<file path="src/rtl/i2s_pkg.sv">
// Shared constants and types for the I2S/TDM serial-audio datapath.
package i2s_pkg;
    localparam logic I2S_FMT_I2S = 1'b0;
    localparam logic I2S_FMT_LJ  = 1'b1;

    typedef enum logic [0:0] {
        SYNC = 1'b0,
        RUN  = 1'b1
    } i2s_rx_state_e;
endpackage

</file>
<file path="src/rtl/sample_fifo.sv">
// Synchronous show-ahead FIFO; a write while full is dropped unless a read frees a slot the same cycle.
module sample_fifo #(
    parameter int WIDTH = 8,
    parameter int DEPTH = 8
) (
    input  logic             clk,
    input  logic             rst_n,
    input  logic             wr_i,
    input  logic [WIDTH-1:0] wr_data_i,
    input  logic             rd_i,
    output logic [WIDTH-1:0] rd_data_o,
    output logic             full,
    output logic             empty
);
    localparam int AW = $clog2(DEPTH);

    logic [WIDTH-1:0] mem_q [DEPTH];
    logic [AW:0]      wr_ptr_q;
    logic [AW:0]      rd_ptr_q;
    logic             wr_en;
    logic             rd_en;

    assign empty     = (wr_ptr_q == rd_ptr_q);
    assign full      = (wr_ptr_q[AW] != rd_ptr_q[AW]) && (wr_ptr_q[AW-1:0] == rd_ptr_q[AW-1:0]);
    assign rd_en     = rd_i & ~empty;
    assign wr_en     = wr_i & (~full | rd_en);
    // Zero when empty so the head reads as 0 out of reset.
    assign rd_data_o = empty ? '0 : mem_q[rd_ptr_q[AW-1:0]];

    always_ff @(posedge clk or negedge rst_n) begin
        if (!rst_n) begin
            wr_ptr_q <= '0;
            rd_ptr_q <= '0;
        end else begin
            if (wr_en) wr_ptr_q <= wr_ptr_q + (AW+1)'(1);
            if (rd_en) rd_ptr_q <= rd_ptr_q + (AW+1)'(1);
        end
    end

    always_ff @(posedge clk) begin
        if (wr_en) mem_q[wr_ptr_q[AW-1:0]] <= wr_data_i;
    end
endmodule

</file>
<file path="src/rtl/i2s_rx_tdm.sv">
// I2S / left-justified / TDM receiver in the system clock domain, samples buffered in a show-ahead FIFO.
// Define I2S_RX_FRAME_CHECK_EN to report framing errors on frame_err and resync on overrun.
module i2s_rx_tdm
    import i2s_pkg::*;
#(
    parameter int SAMPLE_WIDTH = 24,
    parameter int SLOT_WIDTH   = 32,
    parameter int NUM_SLOTS    = 2,
    parameter int FMT_LJ       = 0,
    parameter int FIFO_DEPTH   = 8
) (
    input  logic                         clk,
    input  logic                         rst_n,
    input  logic                         sclk,
    input  logic                         lrck,
    input  logic                         sdi,
    output logic [SAMPLE_WIDTH-1:0]      m_data,
    output logic [$clog2(NUM_SLOTS)-1:0] m_slot,
    output logic                         m_last,
    output logic                         m_vld,
    input  logic                         m_ok,
    output logic                         ovf,
    input  logic                         ovf_clr,
    output logic                         frame_err
);
    localparam int   SLOT_W  = $clog2(NUM_SLOTS);
    localparam int   BIT_W   = $clog2(SLOT_WIDTH);
    localparam int   ENTRY_W = SLOT_W + 1 + SAMPLE_WIDTH;
    localparam bit   LJ      = (FMT_LJ == int'(I2S_FMT_LJ));
    localparam logic LRCK_IDLE = (NUM_SLOTS > 2) ? 1'b1 : 1'b0;
    localparam logic [SLOT_W-1:0] LAST_SLOT = SLOT_W'(NUM_SLOTS - 1);
    localparam logic [BIT_W-1:0]  LAST_BIT  = BIT_W'(SLOT_WIDTH - 1);
    localparam logic [BIT_W-1:0]  SMP_LAST  = BIT_W'(SAMPLE_WIDTH - 1);
    localparam logic [BIT_W:0]    SMP_END   = (BIT_W+1)'(SAMPLE_WIDTH);

    logic [1:0] sclk_sync_q, lrck_sync_q, sdi_sync_q;
    logic       sclk_prev_q, lrck_last_q;
    logic       bit_stb, frame_edge;

    always_ff @(posedge clk or negedge rst_n) begin
        if (!rst_n) begin
            sclk_sync_q <= '0;
            lrck_sync_q <= '0;
            sdi_sync_q  <= '0;
            sclk_prev_q <= 1'b0;
            lrck_last_q <= LRCK_IDLE;
        end else begin
            sclk_sync_q <= {sclk_sync_q[0], sclk};
            lrck_sync_q <= {lrck_sync_q[0], lrck};
            sdi_sync_q  <= {sdi_sync_q[0], sdi};
            sclk_prev_q <= sclk_sync_q[1];
            if (bit_stb) lrck_last_q <= lrck_sync_q[1];
        end
    end

    assign bit_stb    = sclk_sync_q[1] & ~sclk_prev_q;
    assign frame_edge = bit_stb & ((NUM_SLOTS > 2) ? (~lrck_last_q & lrck_sync_q[1])
                                                   : (lrck_last_q & ~lrck_sync_q[1]));

    i2s_rx_state_e             state_q, state_d;
    logic [BIT_W-1:0]          bit_q, bit_d, cap_bit;
    logic [SLOT_W-1:0]         slot_q, slot_d, cap_slot;
    logic                      done_q, done_d, cap, at_end;
    logic [SAMPLE_WIDTH-1:0]   shift_q, shift_d;
    logic                      push_q, push_d;
    logic [ENTRY_W-1:0]        push_data_q, push_data_d;
`ifdef I2S_RX_FRAME_CHECK_EN
    logic                      err_q, err_d;
`endif

    // The end-of-frame position differs: I2S sees the edge on the padding bit, LJ one strobe after the last bit.
    assign at_end = LJ ? done_q : ((slot_q == LAST_SLOT) && (bit_q == LAST_BIT));

    always_comb begin
        state_d     = state_q;
        bit_d       = bit_q;
        slot_d      = slot_q;
        done_d      = done_q;
        shift_d     = shift_q;
        push_d      = 1'b0;
        push_data_d = push_data_q;
        cap         = 1'b0;
        cap_bit     = bit_q;
        cap_slot    = slot_q;
`ifdef I2S_RX_FRAME_CHECK_EN
        err_d       = 1'b0;
`endif
        if (frame_edge) begin
`ifdef I2S_RX_FRAME_CHECK_EN
            err_d = (state_q == RUN) && !at_end;
`endif
            state_d = RUN;
            slot_d  = '0;
            done_d  = 1'b0;
            if (LJ) begin
                cap      = 1'b1;
                cap_bit  = '0;
                cap_slot = '0;
                bit_d    = BIT_W'(1);
            end else begin
                bit_d    = '0;
            end
        end else if (bit_stb && (state_q == RUN)) begin
            if (!at_end) begin
                cap = 1'b1;
                if (bit_q == LAST_BIT) begin
                    bit_d = '0;
                    if (slot_q == LAST_SLOT) done_d = 1'b1;
                    else                     slot_d = slot_q + SLOT_W'(1);
                end else begin
                    bit_d = bit_q + BIT_W'(1);
                end
            end
`ifdef I2S_RX_FRAME_CHECK_EN
            else begin
                err_d   = 1'b1;
                state_d = SYNC;
            end
`endif
        end

        if (cap && ({1'b0, cap_bit} < SMP_END)) begin
            shift_d = SAMPLE_WIDTH'({shift_q, sdi_sync_q[1]});
            if (cap_bit == SMP_LAST) begin
                push_d      = 1'b1;
                push_data_d = {cap_slot, (cap_slot == LAST_SLOT), shift_d};
            end
        end
    end

    always_ff @(posedge clk or negedge rst_n) begin
        if (!rst_n) begin
            state_q     <= SYNC;
            bit_q       <= '0;
            slot_q      <= '0;
            done_q      <= 1'b0;
            shift_q     <= '0;
            push_q      <= 1'b0;
            push_data_q <= '0;
        end else begin
            state_q     <= state_d;
            bit_q       <= bit_d;
            slot_q      <= slot_d;
            done_q      <= done_d;
            shift_q     <= shift_d;
            push_q      <= push_d;
            push_data_q <= push_data_d;
        end
    end

`ifdef I2S_RX_FRAME_CHECK_EN
    always_ff @(posedge clk or negedge rst_n) begin
        if (!rst_n) err_q <= 1'b0;
        else        err_q <= err_d;
    end
    assign frame_err = err_q;
`else
    assign frame_err = 1'b0;
`endif

    logic               fifo_full, fifo_empty;
    logic [ENTRY_W-1:0] fifo_rd;
    logic               ovf_q, ovf_d;

    sample_fifo #(
        .WIDTH (ENTRY_W),
        .DEPTH (FIFO_DEPTH)
    ) u_fifo (
        .clk       (clk),
        .rst_n     (rst_n),
        .wr_i      (push_q),
        .wr_data_i (push_data_q),
        .rd_i      (m_ok),
        .rd_data_o (fifo_rd),
        .full      (fifo_full),
        .empty     (fifo_empty)
    );

    assign m_vld                     = ~fifo_empty;
    assign {m_slot, m_last, m_data}  = fifo_rd;

    // A pop in the same cycle makes room, so only a push against a full, unread FIFO is a drop.
    assign ovf_d = ovf_clr ? 1'b0 : (ovf_q | (push_q & fifo_full & ~m_ok));

    always_ff @(posedge clk or negedge rst_n) begin
        if (!rst_n) ovf_q <= 1'b0;
        else        ovf_q <= ovf_d;
    end
    assign ovf = ovf_q;
endmodule

</file>
<file path="config.mk">
export PLATFORM = sky130hd
export DESIGN_NAME = i2s_rx_tdm
export DESIGN_NICKNAME = d
export VERILOG_FILES = /design/src/rtl/i2s_pkg.sv /design/src/rtl/sample_fifo.sv /design/src/rtl/i2s_rx_tdm.sv
export SDC_FILE = /design/constraint.sdc
export NUM_CORES = 1
export LEC_CHECK = 0
export CAP_MARGIN = 20
export CORE_UTILIZATION = 40
export CTS_CLUSTER_DIAMETER = 80
export CTS_CLUSTER_SIZE = 40
export DETAILED_ROUTE_END_ITERATION = 10
export SLEW_MARGIN = 20
export SYNTH_ARGS = -nofsm -noshare
export SYNTH_HDL_FRONTEND = slang
export SYNTH_SLANG_ARGS = --single-unit
</file>
<file path="constraint.sdc">
create_clock -name clk -period 12.9 [get_ports clk]
set_input_delay 1.935 -clock clk [delete_from_list [all_inputs] [get_ports clk]]
set_output_delay 1.935 -clock clk [all_outputs]
set_load 0.01 [all_outputs]
</file>
Word-level counts from Yosys, hierarchy flattened
Memory sizes are Yosys's and may differ from the RTL's.
Cells that the tools add are included.

operators by class
  $add $sub $neg = 4
  order comparisons = 1
  equality and inequality tests = 6
  muxes and demuxes = 18
  bitwise logic cells = 14
  reduce and logical (&&, ||, !) cells = 9

operators by type and width
  operator             count
  $mux 26              1
  $mux 5               4
  $mux 1               13
  $eq 5x5->1 const B   2
  $add 4x1->4 const B  2
  $and 1x1->1          7
  $add 5x1->5 const B  1
  $lt 5x5->1 const B   1
  $not 1->1            5
  $eq 4x4->1           1
  $logic_and 1x1->1    4
  $reduce_and 2->1     2
  $reduce_bool 2->1    2
  $eq 3x3->1           1
  $reduce_and 3->1     1
  $ne 2x2->1 const B   1
  $or 1x1->1           2
  $add 1x1->1 const B  1
  $ne 1x1->1           1

storage, ports and cells
  register bits = 73
  bits in writable memories = 208
  input port bits = 7
  output and inout port bits = 29
  word-level logic and storage cells = 67
  memories = 1

memories
  memory        words  bits a word  read ports  clocked after Yosys merged registers in  write ports  RTL line           text
  u_fifo.mem_q  8      26           1           0                                        1            sample_fifo.sv:17  logic [WIDTH-1:0] mem_q [DEPTH];

Depth between registers and ports, before layout
Gate-level depths: netlist of the first run.

  depth in word-level cells = 7
  mapped depth = 8
  mapped depth without buffers = 6

Cells and area by module
A second synthesis of the first run with hierarchy kept.

second synthesis, totals
  cells, all modules = 548
  area total of the unflattened synthesis = 11,125.7 µm²

by module, submodules not included
  module       times used  cells an instance  area an instance (µm²)  sequential area each (µm²)
  sample_fifo  1           386                8,515.7                 6,446.2
  i2s_rx_tdm   1           162                2,610.0                 1,626.6

Worst setup path before layout of the first run
OpenSTA, ideal clock, no wires.

  path kind = input to register
  start point = input port m_ok
  end point = memory u_fifo.mem_q[2][0] (netlist name) (enable)
  library setup time = 0.480 ns
  arrival = 5.038 ns
  required time = 12.420 ns
  setup slack = 7.382 ns
  stages = 3
  buffers on the path = 1
  path through = clkbuf_1 nor3_1 nor4b_1

between the ends
  longest elaborated chain between the ends = 5

RTL lines
  element                       RTL line           text
  start: declaration            i2s_rx_tdm.sv:21   input logic m_ok,
  $and 1x1->1                   sample_fifo.sv:25  assign rd_en = rd_i & ~empty;
  $or 1x1->1                    sample_fifo.sv:26  assign wr_en = wr_i & (~full | rd_en);
  $and 1x1->1                   sample_fifo.sv:26
  $mux 1                        sample_fifo.sv:41  if (wr_en) mem_q[wr_ptr_q[AW-1:0]] <= wr_data_i;
  $mux 1 (implied by the code)  sample_fifo.sv:41
  end: declaration              sample_fifo.sv:17

No other way between the ends.

Final worst setup path of the first run
  start point = register u_fifo.rd_ptr_q[1]
  end point = output port m_vld

between the ends
  longest elaborated chain between the ends = 2

RTL lines
  element                   RTL line           text
  start: declaration        sample_fifo.sv:19  logic [AW:0] rd_ptr_q;
  start signal: assignment  sample_fifo.sv:36  if (rd_en) rd_ptr_q <= rd_ptr_q + (AW+1)'(1);
  $eq 4x4->1                sample_fifo.sv:23  assign empty = (wr_ptr_q == rd_ptr_q);
  $not 1->1                 i2s_rx_tdm.sv:179  assign m_vld = ~fifo_empty;
  end: declaration          i2s_rx_tdm.sv:20   output logic m_vld,

No other way between the ends.

==> impl_summary.txt, run 1 <==
----------------------------------------------------
[Clock tree]
  CTS buffer count ... 13
  Maximum level of the CTS H-tree ... 1
  Clock-pin slew on the worst setup and hold paths ... 0.14 ns
  Maximum clock path buffer count ... 3
  Total clock sinks ... 273
  Worst-Skew Late Latency ... 0.50 ns
  Post-CTS setup-driven buffer insertion count ... 0
  Clock Root Buffer ... sky130_fd_sc_hd__clkbuf_16
  CTS resizes ... 0
  CTS tree ... done
  Number of buffers inserted by hold repair at cts ... 0

[Timing]
  Hold Violations, Final ... 0
  Max-slew headroom ... 46.80%
  Total of endpoints with negative setup slack in the final report ... 0
  Worst Tran Pin Value ... 0.7980 ns
  Clock period minus worst slack ... 5.224 ns
  Final-layout setup total negative slack ... 0 ns
  Number of max-slew violations in the final report ... 0
  Final Cycle Share ... 40.50%
  Final setup skew ... 0.03117 ns
  Final Worst Setup Slack ... 7.676 ns
  Setup repair after global routing missed its margin ... no
  Max Clk Rate ... 191.4 MHz

[Route]
  Initial DRT Pass Iterations ... 4
  Final WL ... 19530 µm
  Count of antenna-violating nets left after detailed routing ... 0
  Vias per Instance ... 5.234
  DRC viols ... 0
  Total via count in the routed design ... 4737
  Drt wl/cell ... 21.57 µm
  Count of routing violations after the opening detailed-route iteration ... 306

[Job]
  # Max-Cap Violations ... 0

[Critical path]
  Cells traversed along the worst timing path ... buf_4, xnor2_1, and4_1, buf_4, inv_1, clkdlybuf4s50_1
  Crit-path max FO ... 54
  Type of the worst setup path ... flop to output port
  Data arrival, critical path ... 3.29 ns
  Type of element launching the critical path ... flop
  Required time at the worst-slack endpoint ... 10.97 ns
  CP Capture Type ... output port
  Cell mode on critical path ... sky130_fd_sc_hd__buf_4
  Largest stage delay on the critical path ... 0.63 ns
  Critical Path Slowest Stage Cell ... sky130_fd_sc_hd__buf_4

[Yosys]
  Synthesized instance count ... 530
  Async SR Flop Fraction ... 26.74%
  Sequential element share of the synthesized area ... 73.54%
  Mapped cell area ... 10650 µm²
  Warnings, synthesis ... 0
  FF+latch count, synth ... 273
  Prevailing post-synth register cell ... sky130_fd_sc_hd__edfxtp_1
  Mean area per synthesized cell ... 20.09 µm²
  Unique masters post-synth ... 44
  Net count after synthesis ... 541
  Number of enable-type register cells in the synthesized netlist ... 200

[Layout]
  Fraction of layout instances using a drive strength above 1 ... 27.19%
  Top library cells by usage in the layout, fill and taps aside ... sky130_fd_sc_hd__edfxtp_1, sky130_fd_sc_hd__dfrtp_1, sky130_fd_sc_hd__mux4_2
  Number of filler instances in the final layout ... 2180
  Non-filler instance count after layout ... 905
  Commonest non-fill, non-tap cell in the layout ... sky130_fd_sc_hd__edfxtp_1
  Layout net count ... 575
  N_diodes ... 0
  Layout overhead on the synthesized area ... 11.51%

[Power]
  Power share of the combinational group ... 27.0%
  Psw ... 0.5987 mW
  Sequential share of power ... 48.2%
  Switching power share of the total ... 28.72%
  Power density over the cells ... 175.5 nW/µm²
  Clock network fraction of design power ... 24.8%
  VDD IR-drop max ... 0.1232 mV
  Leakage power summed over all cells ... 4.214 nW
  Internal power ... 1.486 mW

[Global route]
  Initial antenna violation count ... 0
  Wire length of the first global-routing pass ... 29930 µm
  Largest net degree at the start of global routing ... 55
  GRT Total Usage ... 14.95%
  GRT overflow ... 0
  Number of global-route vias before repair ... 4978

[Placed design]
  GP Congestion ... 0.6460
  Dpl ws ... 8.144 ns
  Detailed Place HPWL ... 10270 µm
  Inst Count DP ... 884
  Port-buffer cells ... 34

[Die]
  Area of the die ... 27280 µm²
  Horizontal extent of the die ... 165.2 µm
  Number of primary I/O pins ... 36
  Die Ht ... 165.2 µm
  Effective utilization at floorplan ... 40.87%
  Placeable core area ... 26060 µm²
  Number of rows created at floorplan ... 59

[Min path]
  Worst Hold Class ... flop to flop

[Run status]
  Run status ... complete, no violations

----------------------------------------------------
registers in the layout, summed over array words and instances (netlist names):
register         count
u_fifo.mem_q       200
push_data_q         25
shift_q             23
bit_q                5
u_fifo.rd_ptr_q      4
u_fifo.wr_ptr_q      4
lrck_sync_q          2
sclk_sync_q          2
sdi_sync_q           2
cap_slot             1
lrck_last_q          1
ovf                  1
push_q               1
sclk_prev_q          1
state_q              1
per-layer routing:
metal / part of all wire, % / wire (µm) / vias to the layer above / GRT usage [%]
li1: - / - / 2138 / -
met1: 44 / 8514 / 2507 / 20.19
met2: 51 / 10030 / 74 / 25.92
met3: 3.5 / 690 / 18 / 1.948
met4: 1.5 / 293 / 0 / 3.086
met5: 0 / 0 / - / 0
power groups by stage:
stage	Sequential (mW)	Combinational, mW	Clock [mW]
global placement	1.02	0.570	0
CTS	1.01	0.579	0.532
detailed placement	1.03	0.577	0
finish	1.01	0.562	0.517
global route	1.01	0.612	0.558
floorplan	0.996	0.392	0
cell type report:
cell class | count | area (µm²) | area share (%)
clock buffers | 13 | 325.3 | 2.739
clock inverters | 8 | 152.6 | 1.285
inverters | 3 | 11.26 | 0.09482
multi-input cells | 225 | 2688 | 22.63
flip-flops and latches | 273 | 7838 | 65.99
well taps | 335 | 419.2 | 3.529
repair buffers | 48 | 442.9 | 3.729
path summary, 6_finish.rpt:
kind                                     from             endpoint  slack [ns]  cells past startpoint
min in group asynchronous               rst_n          lrck_last_q        1.35                      1
setup reg to reg           u_fifo.rd_ptr_q[1]  u_fifo.mem_q[6][20]       10.00                      6
hold / removal                 lrck_sync_q[0]       lrck_sync_q[1]        0.36                      0
setup / recovery           u_fifo.rd_ptr_q[1]                m_vld        7.68                      6
max in group asynchronous               rst_n   u_fifo.rd_ptr_q[0]       10.54                      2
hold reg to reg                lrck_sync_q[0]       lrck_sync_q[1]        0.36                      0
worst max-delay path, delay by kind of cell, from the launching register on:
kind | cells | cell delay (ns)
buffers and inverters | 4 | 1.59
xor gates and xnor gates | 1 | 0.21
DFF | 1 | 0.37
and+or+nand+nor | 1 | 0.61
through the flow:
step | area (µm²) | total power [mW] | hold WS, ns | utilization (%)
after floorplan | 10650 | 1.389 | 0.3312 | -
after global placement | 11390 | 1.594 | 0.3355 | 43.72
after detailed placement | 11390 | 1.603 | 0.3455 | 43.72
after CTS | 11870 | 2.118 | 0.3705 | 45.56
after global routing | 11880 | 2.183 | 0.3733 | 45.58
final | 11880 | 2.085 | 0.3643 | 45.58
cell usage after synthesis, drive strengths merged, types with 3 or more instances:
library cell  number  share of area (%)
ha                 4               0.47
o311ai             3               0.25
nand2             11               0.39
buf               18                1.2
mux2              51                6.1
mux4              50                 11
clkbuf            11               0.39
dfrtp             73                 17
mux2i             25                2.3
nor4               4               0.23
nor4b              5               0.41
nor2              30                1.1
inv                3               0.11
a21oi              8               0.38
edfxtp           200                 56
xnor2              7               0.58
cell families after synthesis:
kind of cell               synth area share, %
and+or+nand+nor                          3.513
other                                  0.03521
adders and majority gates               0.4699
muxes                                    18.98
DFF                                      73.54
xor gates and xnor gates                0.6579
AOI/OAI and AO/OA                        1.093
buffers and inverters                    1.703
No activity file was read; power rests on OpenSTA's default activity.
==> run 2, diff against run 1 <==
==> constraint.sdc (replaced) <==
create_clock -name clk -period 5.1 [get_ports clk]
set_input_delay 0.765 -clock clk [delete_from_list [all_inputs] [get_ports clk]]
set_output_delay 0.765 -clock clk [all_outputs]
set_load 0.01 [all_outputs]
==> impl_summary.txt, run 2 (same netlist as run 1, synthesis figures left out) <==
----------------------------------------------------
[Die]
  Number of primary I/O pins ... 36
  Effective utilization at floorplan ... 40.87%
  Placeable core area ... 26060 µm²
  Die Ht ... 165.2 µm
  Area of the die ... 27280 µm²
  Horizontal extent of the die ... 165.2 µm
  Number of rows created at floorplan ... 59

[Job]
  # Max-Cap Violations ... 0

[Power]
  VDD IR-drop max ... 0.2391 mV
  Leakage power summed over all cells ... 4.278 nW
  Power density over the cells ... 449.6 nW/µm²
  Sum of internal, switching and leakage power ... 5.357 mW

[Timing]
  Final Cycle Share ... 78.63%
  Clock period minus worst slack ... 4.010 ns
  Max-slew headroom ... 49.41%
  Total of endpoints with negative setup slack in the final report ... 0
  Number of max-slew violations in the final report ... 0
  Final Worst Setup Slack ... 1.090 ns
  Max Clk Rate ... 249.4 MHz
  Final setup skew ... 0.04731 ns
  Worst Tran Pin Value ... 0.7548 ns
  Setup repair after global routing missed its margin ... no
  Hold Violations, Final ... 0
  Final-layout setup total negative slack ... 0 ns

[Clock tree]
  Maximum clock path buffer count ... 3
  Clock-pin slew on the worst setup and hold paths ... 0.13 ns
  Total clock sinks ... 273
  Maximum level of the CTS H-tree ... 1
  Worst-Skew Late Latency ... 0.51 ns
  Clock Root Buffer ... sky130_fd_sc_hd__clkbuf_16
  Post-CTS setup-driven buffer insertion count ... 0
  CTS resizes ... 0
  CTS tree ... done
  Number of buffers inserted by hold repair at cts ... 0
  CTS buffer count ... 14

[Route]
  Count of routing violations after the opening detailed-route iteration ... 328
  Total via count in the routed design ... 4804
  DRC viols ... 0
  Final WL ... 19740 µm
  Initial DRT Pass Iterations ... 4
  Count of antenna-violating nets left after detailed routing ... 0
  Vias per Instance ... 5.291
  Drt wl/cell ... 21.74 µm

[Layout]
  Layout overhead on the synthesized area ... 11.89%
  Fin area ... 11920 µm²
  Number of filler instances in the final layout ... 2148
  Largest register FFs ... 200
  Layout net count ... 576
  Top library cells by usage in the layout, fill and taps aside ... sky130_fd_sc_hd__edfxtp_1, sky130_fd_sc_hd__dfrtp_1, sky130_fd_sc_hd__mux4_2
  Utilization of the core after routing ... 45.73%
  N_diodes ... 0
  Fraction of layout instances using a drive strength above 1 ... 27.23%
  Commonest non-fill, non-tap cell in the layout ... sky130_fd_sc_hd__edfxtp_1

[Placed design]
  GP Congestion ... 0.6407
  Detailed Place HPWL ... 10560 µm
  Port-buffer cells ... 34
  Dpl ws ... 1.593 ns
  Instance area at placement ... 11390 µm²

[Global route]
  Number of global-route vias before repair ... 5161
  GRT Total Usage ... 15.23%
  Largest net degree at the start of global routing ... 54
  Initial antenna violation count ... 0
  Wire length of the first global-routing pass ... 30540 µm
  GRT overflow ... 0

[Critical path]
  Type of element launching the critical path ... flop
  R2r startpoint ... u_fifo.rd_ptr_q[0]
  Crit-path max FO ... 29
  CP Capture Type ... output port
  Type of the worst setup path ... flop to output port
  Data arrival, critical path ... 3.25 ns
  Origin of the worst setup path ... u_fifo.rd_ptr_q[0]
  Required time at the worst-slack endpoint ... 4.34 ns

[Min path]
  Worst Hold Class ... primary input to async pin

[Run status]
  Run status ... complete, no violations

----------------------------------------------------
==> run 2: cell types whose count changed in the layout (fill, tap and decap cells not counted) <==
cell,delta
sky130_fd_sc_hd__bufinv_16,+1
sky130_fd_sc_hd__inv_16,-1
sky130_fd_sc_hd__clkinv_16,-1
sky130_fd_sc_hd__inv_8,+1
sky130_fd_sc_hd__inv_6,-1
sky130_fd_sc_hd__clkbuf_1,+2
sky130_fd_sc_hd__clkbuf_16,+2
==> run 2: final timing paths <==
| path | slack [ns] | depth (start not counted) | end |
|---|---|---|---|
| max | 1.09 | 5 | m_data[21] |
| min | 0.21 | 1 | shift_q[6] |
| max reg2reg | 2.25 | 6 | u_fifo.rd_ptr_q[1] |
| min reg2reg | 0.35 | 0 | sdi_sync_q[1] |
| max in group asynchronous | 3.90 | 2 | u_fifo.rd_ptr_q[1] |
| min in group clk | 0.35 | 0 | sdi_sync_q[1] |
==> run 2: cell type report <==
type | instances | area, µm² | area share, %
Sequential cell | 273 | 7838 | 65.77
Multi-Input combinational cell | 225 | 2688 | 22.55
Timing Repair Buffer | 48 | 442.9 | 3.717
Tap cell | 335 | 419.2 | 3.517
Clock buffer | 17 | 382.9 | 3.213
Clock inverter | 7 | 135.1 | 1.134
Inverter | 3 | 11.26 | 0.09450
==> run 2: metal layers <==
metal,routed length (µm),share of wire [%],global-route usage [%],up-vias
li1,-,-,-,2151
met1,8847,45,20.83,2553
met2,9980,51,26.15,79
met3,640,3.2,1.873,21
met4,272,1.4,3.211,0
met5,0,0,0,-
==> run 2: where the power goes <==
group / leakage, nW / switching (mW) / internal [mW] / total [mW]
sequential: 2.75 / 0.132 / 2.43 / 2.57
combinational: 1.28 / 0.629 / 0.784 / 1.41
clock: 0.249 / 0.739 / 0.639 / 1.38
==> run 2: metrics by stage <==
step / hold WS [ns] / instances
floorplan: 0.3312 / 530
global placement: 0.3335 / 884
detailed placement: 0.3347 / 884
CTS: 0.2114 / 908
global route: 0.2310 / 908
finish: 0.2109 / 908
==> run 2: worst max-delay path, cell delays in order, from the launching register on <==
cell and delay [ns]:
sky130_fd_sc_hd__dfrtp_4 0.83, sky130_fd_sc_hd__buf_4 0.58, sky130_fd_sc_hd__mux4_2 0.57, sky130_fd_sc_hd__mux2i_1 0.15, sky130_fd_sc_hd__nor2_1 0.06, sky130_fd_sc_hd__clkdlybuf4s50_1 0.49
==> run 3, diff against run 2 <==
==> constraint.sdc (replaced) <==
create_clock -name clk -period 3.55 [get_ports clk]
set_input_delay 0.5325 -clock clk [delete_from_list [all_inputs] [get_ports clk]]
set_output_delay 0.5325 -clock clk [all_outputs]
set_load 0.01 [all_outputs]
==> impl_summary.txt, run 3 (same netlist as run 1, synthesis figures left out) <==
----------------------------------------------------
[Route]
  Count of routing violations after the opening detailed-route iteration ... 319
  Vias per Instance ... 5.329
  Count of antenna-violating nets left after detailed routing ... 0
  DRC viols ... 0
  Initial DRT Pass Iterations ... 4
  Total via count in the routed design ... 4839
  Drt wl/cell ... 21.32 µm
  Final WL ... 19360 µm

[Layout]
  Largest register FFs ... 200
  Layout overhead on the synthesized area ... 11.75%
  Commonest non-fill, non-tap cell in the layout ... sky130_fd_sc_hd__edfxtp_1
  N_diodes ... 0
  Layout net count ... 578
  Utilization of the core after routing ... 45.67%
  Non-filler instance count after layout ... 908
  Top library cells by usage in the layout, fill and taps aside ... sky130_fd_sc_hd__edfxtp_1, sky130_fd_sc_hd__dfrtp_1, sky130_fd_sc_hd__mux4_2
  Fraction of layout instances using a drive strength above 1 ... 27.40%

[Job]
  # Max-Cap Violations ... 0

[Die]
  Horizontal extent of the die ... 165.2 µm
  Die Ht ... 165.2 µm
  Number of primary I/O pins ... 36
  Number of rows created at floorplan ... 59
  Area of the die ... 27280 µm²
  Effective utilization at floorplan ... 40.87%
  Placeable core area ... 26060 µm²

[Global route]
  Wire length of the first global-routing pass ... 30260 µm
  Number of global-route vias before repair ... 5107
  Initial antenna violation count ... 0
  Largest net degree at the start of global routing ... 74
  GRT overflow ... 0
  GRT Total Usage ... 14.99%

[Timing]
  Hold Violations, Final ... 0
  Final Cycle Share ... 93.17%
  Number of max-slew violations in the final report ... 0
  Setup repair after global routing missed its margin ... no
  Total of endpoints with negative setup slack in the final report ... 0
  Max-slew headroom ... 35.77%
  Final setup skew ... 0.02758 ns
  Max Clk Rate ... 302.4 MHz
  Clock period minus worst slack ... 3.307 ns
  Worst hold margin ... 0.1862 ns
  Worst Tran Pin Value ... 0.9634 ns

[Clock tree]
  Total clock sinks ... 273
  Worst-Skew Late Latency ... 0.49 ns
  Clock-pin slew on the worst setup and hold paths ... 0.11 ns
  Post-CTS setup-driven buffer insertion count ... 0
  CTS resizes ... 0
  Maximum level of the CTS H-tree ... 1
  Maximum clock path buffer count ... 3
  CTS tree ... done
  Clock Root Buffer ... sky130_fd_sc_hd__clkbuf_16
  CTS buffer count ... 13
  Number of buffers inserted by hold repair at cts ... 0

[Placed design]
  Inst Count DP ... 887
  Port-buffer cells ... 34
  GP Congestion ... 0.6910
  Detailed Place HPWL ... 10880 µm

[Critical path]
  Origin of the worst setup path ... u_fifo.rd_ptr_q[0]
  Crit-path max FO ... 21
  Data arrival, critical path ... 2.77 ns
  Type of element launching the critical path ... flop
  Type of the worst setup path ... flop to output port
  CP Capture Type ... output port
  Required time at the worst-slack endpoint ... 3.02 ns
  R2r startpoint ... bit_q[0]

[Min path]
  Worst Hold Class ... primary input to async pin

[Run status]
  Run status ... complete, no violations

[Power]
  VDD IR-drop max ... 0.4003 mV
  Power density over the cells ... 637.1 nW/µm²
  Leakage power summed over all cells ... 4.271 nW
  Sum of internal, switching and leakage power ... 7.582 mW

----------------------------------------------------
## run 3: layout make-up
class | count | area [µm²]
clock buffer | 14 | 329.1
clock inverter | 7 | 126.4
fill | 2192 | 14160
inverter | 3 | 11.26
multi-input combinational | 225 | 2688
sequential | 273 | 7838
tap | 335 | 419.2
timing repair buffer | 51 | 490.5
## run 3: per-layer routing
metal | global-route usage [%] | wire, µm
met1 | 20.79 | 8559
met2 | 25.01 | 9579
met3 | 2.323 | 851
met4 | 3.253 | 368
met5 | 0 | 0
## run 3: worst paths after layout
check | end | slack (ns) | cells past startpoint
worst max-delay path | m_data[12] | 0.24 | 5
worst min-delay path | bit_q[1] | 0.19 | 1
worst max register to register | push_data_q[9] | 0.57 | 7
worst min register to register | sdi_sync_q[1] | 0.36 | 0
max in group asynchronous | u_fifo.rd_ptr_q[0] | 2.61 | 1
min in group clk | sdi_sync_q[1] | 0.36 | 0
## run 3: power by group
| group | total, mW | switching [mW] | internal (mW) |
|---|---|---|---|
| Combinational | 2.08 | 0.912 | 1.17 |
| Sequential | 3.69 | 0.194 | 3.50 |
| Clock | 1.81 | 1.00 | 0.805 |
## run 3: critical path, stage by stage (launching register included)
cell and delay [ns]:
sky130_fd_sc_hd__dfrtp_4 0.73, sky130_fd_sc_hd__buf_12 0.27, sky130_fd_sc_hd__mux4_2 0.52, sky130_fd_sc_hd__mux2i_1 0.23
sky130_fd_sc_hd__nor2_1 0.06, sky130_fd_sc_hd__clkdlybuf4s50_1 0.48
## run 3: through the flow
step           TNS [ns]  setup slack, ns  cell area (µm²)
2_1_floorplan    -97.45          -0.6812            10650
3_3_place_gp          0           0.6883            11440
3_5_place_dp          0           0.5132            11440
4_1_cts               0           0.1595            11900
5_1_grt               0          0.03739            11900
6_report              0           0.2426            11900
==> edit 1: new RTL, config.mk and constraints of run 3 <==
Add a define of `I2S_RX_FRAME_CHECK_EN`.
--- a/src/rtl/i2s_rx_tdm.sv
+++ b/src/rtl/i2s_rx_tdm.sv
@@ -1,5 +1,7 @@
 // I2S / left-justified / TDM receiver in the system clock domain, samples buffered in a show-ahead FIFO.
 // Define I2S_RX_FRAME_CHECK_EN to report framing errors on frame_err and resync on overrun.
+`define I2S_RX_FRAME_CHECK_EN
+
 module i2s_rx_tdm
     import i2s_pkg::*;
 #(
Check against the original RTL: not equivalent (a bounded check fails within 10 cycles, from zero or initial values and one cycle with rst_n low).
==> edit 1 against run 3 <==
Maximum frequency rose by 1.3%. Sequential cell count rose by 1. Routed wire length rose by 0.25%. Total power fell by 0.55%. Worst setup slack improved by 0.041 ns. Via count rose by 1.2%. Synthesized cell count rose by 0.38%. Synthesized area fell by 0.49%. Design area rose by 0.55%. Critical path type unchanged.
==> edit 1: results (changes against run 3) <==
- Top cell types by occurrence after synthesis: sky130_fd_sc_hd__edfxtp_1, sky130_fd_sc_hd__dfrtp_1, sky130_fd_sc_hd__mux2_2, sky130_fd_sc_hd__mux4_2, sky130_fd_sc_hd__nor2_1 (was sky130_fd_sc_hd__edfxtp_1, sky130_fd_sc_hd__dfrtp_1, sky130_fd_sc_hd__mux4_2).
- The global-route wire length before repair came to 30300 µm (about the same).
- The number of global-route vias before repair came to 5112 (was 5107).
* Synth cell types: 41 (was 44)
* Count of port buffers added during placement: 35 (was 34)
* Average detailed-routed wire length per instance: 21.1 µm (was 21.3 µm)
- The clock slew at the register clock pins of the worst setup and hold paths is 0.13 ns (was 0.11 ns).
- The multiplexer fraction of the synthesized cell area was 18.4% (was 19.0%).
* Post-Syn Nets: 543 (was 541)
- Worst path arrival time: 2.73 ns (was 2.77 ns)
- The final clock skew came to 0.0456 ns (was 0.0276 ns).
* Drt via density: 5.32 (was 5.33)
* End of the worst register-to-register path: u_fifo.mem_q[2][14] (was push_data_q[9])
- The violation count after the first detailed-route iteration was 338 (was 319).
- The layout filler cell count came to 2184 (was 2192).
* Run status: completed (unchanged)
- Count of vias placed by the detailed router: 4897 (was 4839)
- The register-to-register setup slack came to 1.01 ns (was 0.57 ns).
* Compound-cell area share of the yosys netlist: 1.15% (was 1.09%)
- Net switching component of the power: 0.00209 W (was 0.00211 W)
- Layout net count: 589 (was 578)
* Logic pwr share: 24.8% (was 27.4%)
- GR met1 Demand/Resource: 21.3% (was 20.8%)
* GR met3 Demand/Resource: 1.96% (was 2.32%)
- Minimum hold slack: 0.0242 ns (was 0.186 ns)
* Detailed-placement wirelength estimate: 10800 µm (was 10900 µm)
- Share of layout cells above drive strength 1: 27.6% (was 27.4%)
- The met2 demand-to-capacity share in global routing came to 25.6% (was 25.0%).
- VDD IR max: 0.000390 V (was 0.000400 V)
- Xor and xnor fraction of the mapped netlist area: 0.826% (was 0.658%)
* Highest cell delay on the worst timing path: 0.76 ns (was 0.73 ns)
* Number of placed cells counting well taps: 897 (was 887)
- The mean instance size in the synthesized netlist came to 19.9 µm² (was 20.1 µm²).
- The share of flip-flops with an asynchronous set or reset after synthesis is 27.0% (was 26.7%).
* CP Capture Point: m_data[3] (was m_data[12])
- Transition time at the pin with the least slew margin: 0.754 ns (was 0.963 ns)
- The largest net degree at the start of global routing is 50 (was 74).
- Adder and majority cell fraction of the synthesized area: 0.472% (was 0.470%)
* Share of total power in the clock network: 25.7% (was 23.9%)
- The kind of cell adding the most delay to the critical path is flip-flops (was buffers and inverters).
- The pre-CTS worst setup slack is 0.742 ns (was 0.513 ns).
[edit 1: cell types whose count changed in the layout (fill, tap and decap cells not counted), moves of 4 or more]
cell,change
sky130_fd_sc_hd__mux2_4,-18
sky130_fd_sc_hd__o21ai_0,+5
sky130_fd_sc_hd__nand2b_1,+4
sky130_fd_sc_hd__nor4b_2,-4
sky130_fd_sc_hd__mux2_2,+18
[edit 1: cell families after synthesis]
logic type / Yosys count
simple gates: 72
xor+xnor: 10
fa+ha+maj: 4
compound gates: 19
buf+inv: 27
mux: 126
flops: 274
[edit 1: cell type report]
cell class,count,share of cell area [%]
sequential,274,65.7
clock inverter,7,0.972
clock buffer,17,3.38
multi-input combinational,231,22.0
tap,335,3.50
timing repair buffer,55,4.37
inverter,2,0.0627
[edit 1: per-layer routing]
layer  part of all wire [%]  routed length, µm  up-vias
met2                     49               9610       76
met5                      0                  0        -
li1                       -                  -     2171
met3                    3.8                739       21
met4                    1.5                286        0
met1                     45               8780     2629
==> edit 2: new RTL, flow settings as in run 3 <==
Without the edit above. `shift_q` and `push_data_q` no longer have a reset.
--- a/src/rtl/i2s_rx_tdm.sv
+++ b/src/rtl/i2s_rx_tdm.sv
@@ -134,18 +134,19 @@
             bit_q       <= '0;
             slot_q      <= '0;
             done_q      <= 1'b0;
-            shift_q     <= '0;
             push_q      <= 1'b0;
-            push_data_q <= '0;
         end else begin
             state_q     <= state_d;
             bit_q       <= bit_d;
             slot_q      <= slot_d;
             done_q      <= done_d;
-            shift_q     <= shift_d;
             push_q      <= push_d;
-            push_data_q <= push_data_d;
         end
+    end
+
+    always_ff @(posedge clk) begin
+        shift_q     <= shift_d;
+        push_data_q <= push_data_d;
     end
 
 `ifdef I2S_RX_FRAME_CHECK_EN
Check against the original RTL: no difference found for any inputs over 10 cycles, from zero or initial values and one cycle with rst_n low; that may be too few to reach the edited logic, so the function may still have changed.
==> edit 2 against run 3 <==
Synthesized area decreased by 4.2%. Total power increased by 2.0%. Utilization increased by 0.65 points. Worst hold slack improved by 0.16 ns. Via count decreased by 6.5%. Combinational power increased by 4%. Sequential cell count unchanged. Worst setup slack improved by 0.060 ns. Count of clock-buffer cells in the layout decreased by 1. Sequential share of layout area increased by 3.6 points. Design area decreased by 2.3%. Synthesized cell count decreased by 10%. Global-route usage decreased by 0.40 points. Routed wire length decreased by 5.9%. Critical path type unchanged. Critical endpoint is now m_data[7].
==> edit 2: results (changes against run 3) <==
* End of the worst register-to-register path: u_fifo.mem_q[3][12] (was push_data_q[9])
* Logic pwr share: 27.9% (was 27.4%)
* Filler cell count in the final layout: 2088 (was 2192)
- The final core area utilization was 46.3% (was 45.7%).
- The total number of sequential cells came to 273 (unchanged).
- Detailed-placement wirelength estimate: 10300 µm (was 10900 µm)
- Number of placed cells counting well taps: 840 (was 887)
- Average detailed-routed wire length per instance: 21.1 µm (was 21.3 µm)
- Met2 layer wire length in the routed design: 9010 µm (was 9580 µm)
- The met2 demand-to-capacity share in global routing was 24.3% (was 25.0%).
* Total length of routed wires: 18200 µm (was 19400 µm)
* Fraction of power spent switching nets: 28.1% (was 27.8%)
- CLK BUF: 13 (was 14)
* Leakage: 3.77 nW (was 4.27 nW)
* Met1 wire length: 8270 µm (was 8560 µm)
- The horizontal die dimension was 162 µm (was 165 µm).
* Top cell types by occurrence after synthesis: sky130_fd_sc_hd__edfxtp_1, sky130_fd_sc_hd__mux4_2, sky130_fd_sc_hd__nor2_1 (was sky130_fd_sc_hd__edfxtp_1, sky130_fd_sc_hd__dfrtp_1, sky130_fd_sc_hd__mux4_2)
* Sequential cell area fraction in the yosys report: 79.1% (was 73.5%)
* Layout net count: 537 (was 578)
- The multi-input logic portion of the cell area was 17.8% (was 22.6%).
- Share of layout cells above drive strength 1: 21.6% (was 27.4%)
* Drt via density: 5.24 (was 5.33)
* Wire length of the first global-routing pass: 28500 µm (was 30300 µm)
- The type of the worst min-delay path is reg -> reg (was in -> async).
- The total power is 0.00774 W (was 0.00758 W).
- The final weighted congestion in routability-driven placement was 0.721 (was 0.691).
- VDD IR max: 0.000389 V (was 0.000400 V)
* DRT iter0 DRCs: 337 (was 319)
- The critical-path maximum fanout came to 18 (was 21).
- Setup ws final: 0.303 ns (was 0.243 ns)
* Top post-synthesis cells by area: sky130_fd_sc_hd__edfxtp_1, sky130_fd_sc_hd__mux4_2, sky130_fd_sc_hd__dfrtp_1 (was sky130_fd_sc_hd__edfxtp_1, sky130_fd_sc_hd__dfrtp_1, sky130_fd_sc_hd__mux4_2)
- The count of multi-input gates came to 178 (was 225).
* Worst reg-to-reg path cell count: 5 (was 7)
- The clock latency on the worst-skew pair came to 0.51 ns (was 0.49 ns).
- Run status: completed (unchanged)
- The number of synthesized flops with an enable pin was 248 (was 200).
- The instance area at placement was 11100 µm² (was 11400 µm²).
* GR met3 Demand/Resource: 1.99% (was 2.32%)
- Count of plain and timing-repair buffers in the layout: 57 (was 51)
- The smallest hold slack is 0.350 ns (was 0.186 ns).
- The pre-CTS worst setup slack was 0.554 ns (was 0.513 ns).
* Global router's overall resource usage: 14.6% (was 15.0%)
- The source of the worst register-to-register timing path was u_fifo.rd_ptr_q[1] (was bit_q[0]).
- The critical path data arrival time came to 2.71 ns (was 2.77 ns).
* Proportion of cell area spent on the clock network: 4.10% (was 3.83%)
- The headroom to the max-slew limit came to 50.3% (was 35.8%).
- CP Capture Point: m_data[7] (was m_data[12])
-- edit 2: cell count changes after synthesis, moves of 4 or more --
cell / delta
sky130_fd_sc_hd__buf_2: -5
sky130_fd_sc_hd__mux2_2: -30
sky130_fd_sc_hd__nand2_1: -4
sky130_fd_sc_hd__buf_4: +5
sky130_fd_sc_hd__nor3_1: +6
sky130_fd_sc_hd__nor4b_1: -5
sky130_fd_sc_hd__mux2_4: -18
sky130_fd_sc_hd__dfrtp_1: -48
sky130_fd_sc_hd__edfxtp_1: +48
sky130_fd_sc_hd__clkbuf_1: -5
-- edit 2: cell families (layout without fill, tap and decap cells) --
kind of cell	Yosys count	in the layout	share of synthesized area, %
adders and majority gates	4	4	0.490
DFF	273	273	79.1
buffers and inverters	25	82	1.32
other	1	1	0.0367
and+or+nand+nor	69	69	3.37
xor gates and xnor gates	9	9	0.772
muxes	78	78	13.9
AOI/OAI and AO/OA	17	17	1.05
-- edit 2: what timing repair did --
item	CTS	global route
hold buffers	0	0
setup buffers	1	0
endpoints found under the setup margin	2	0
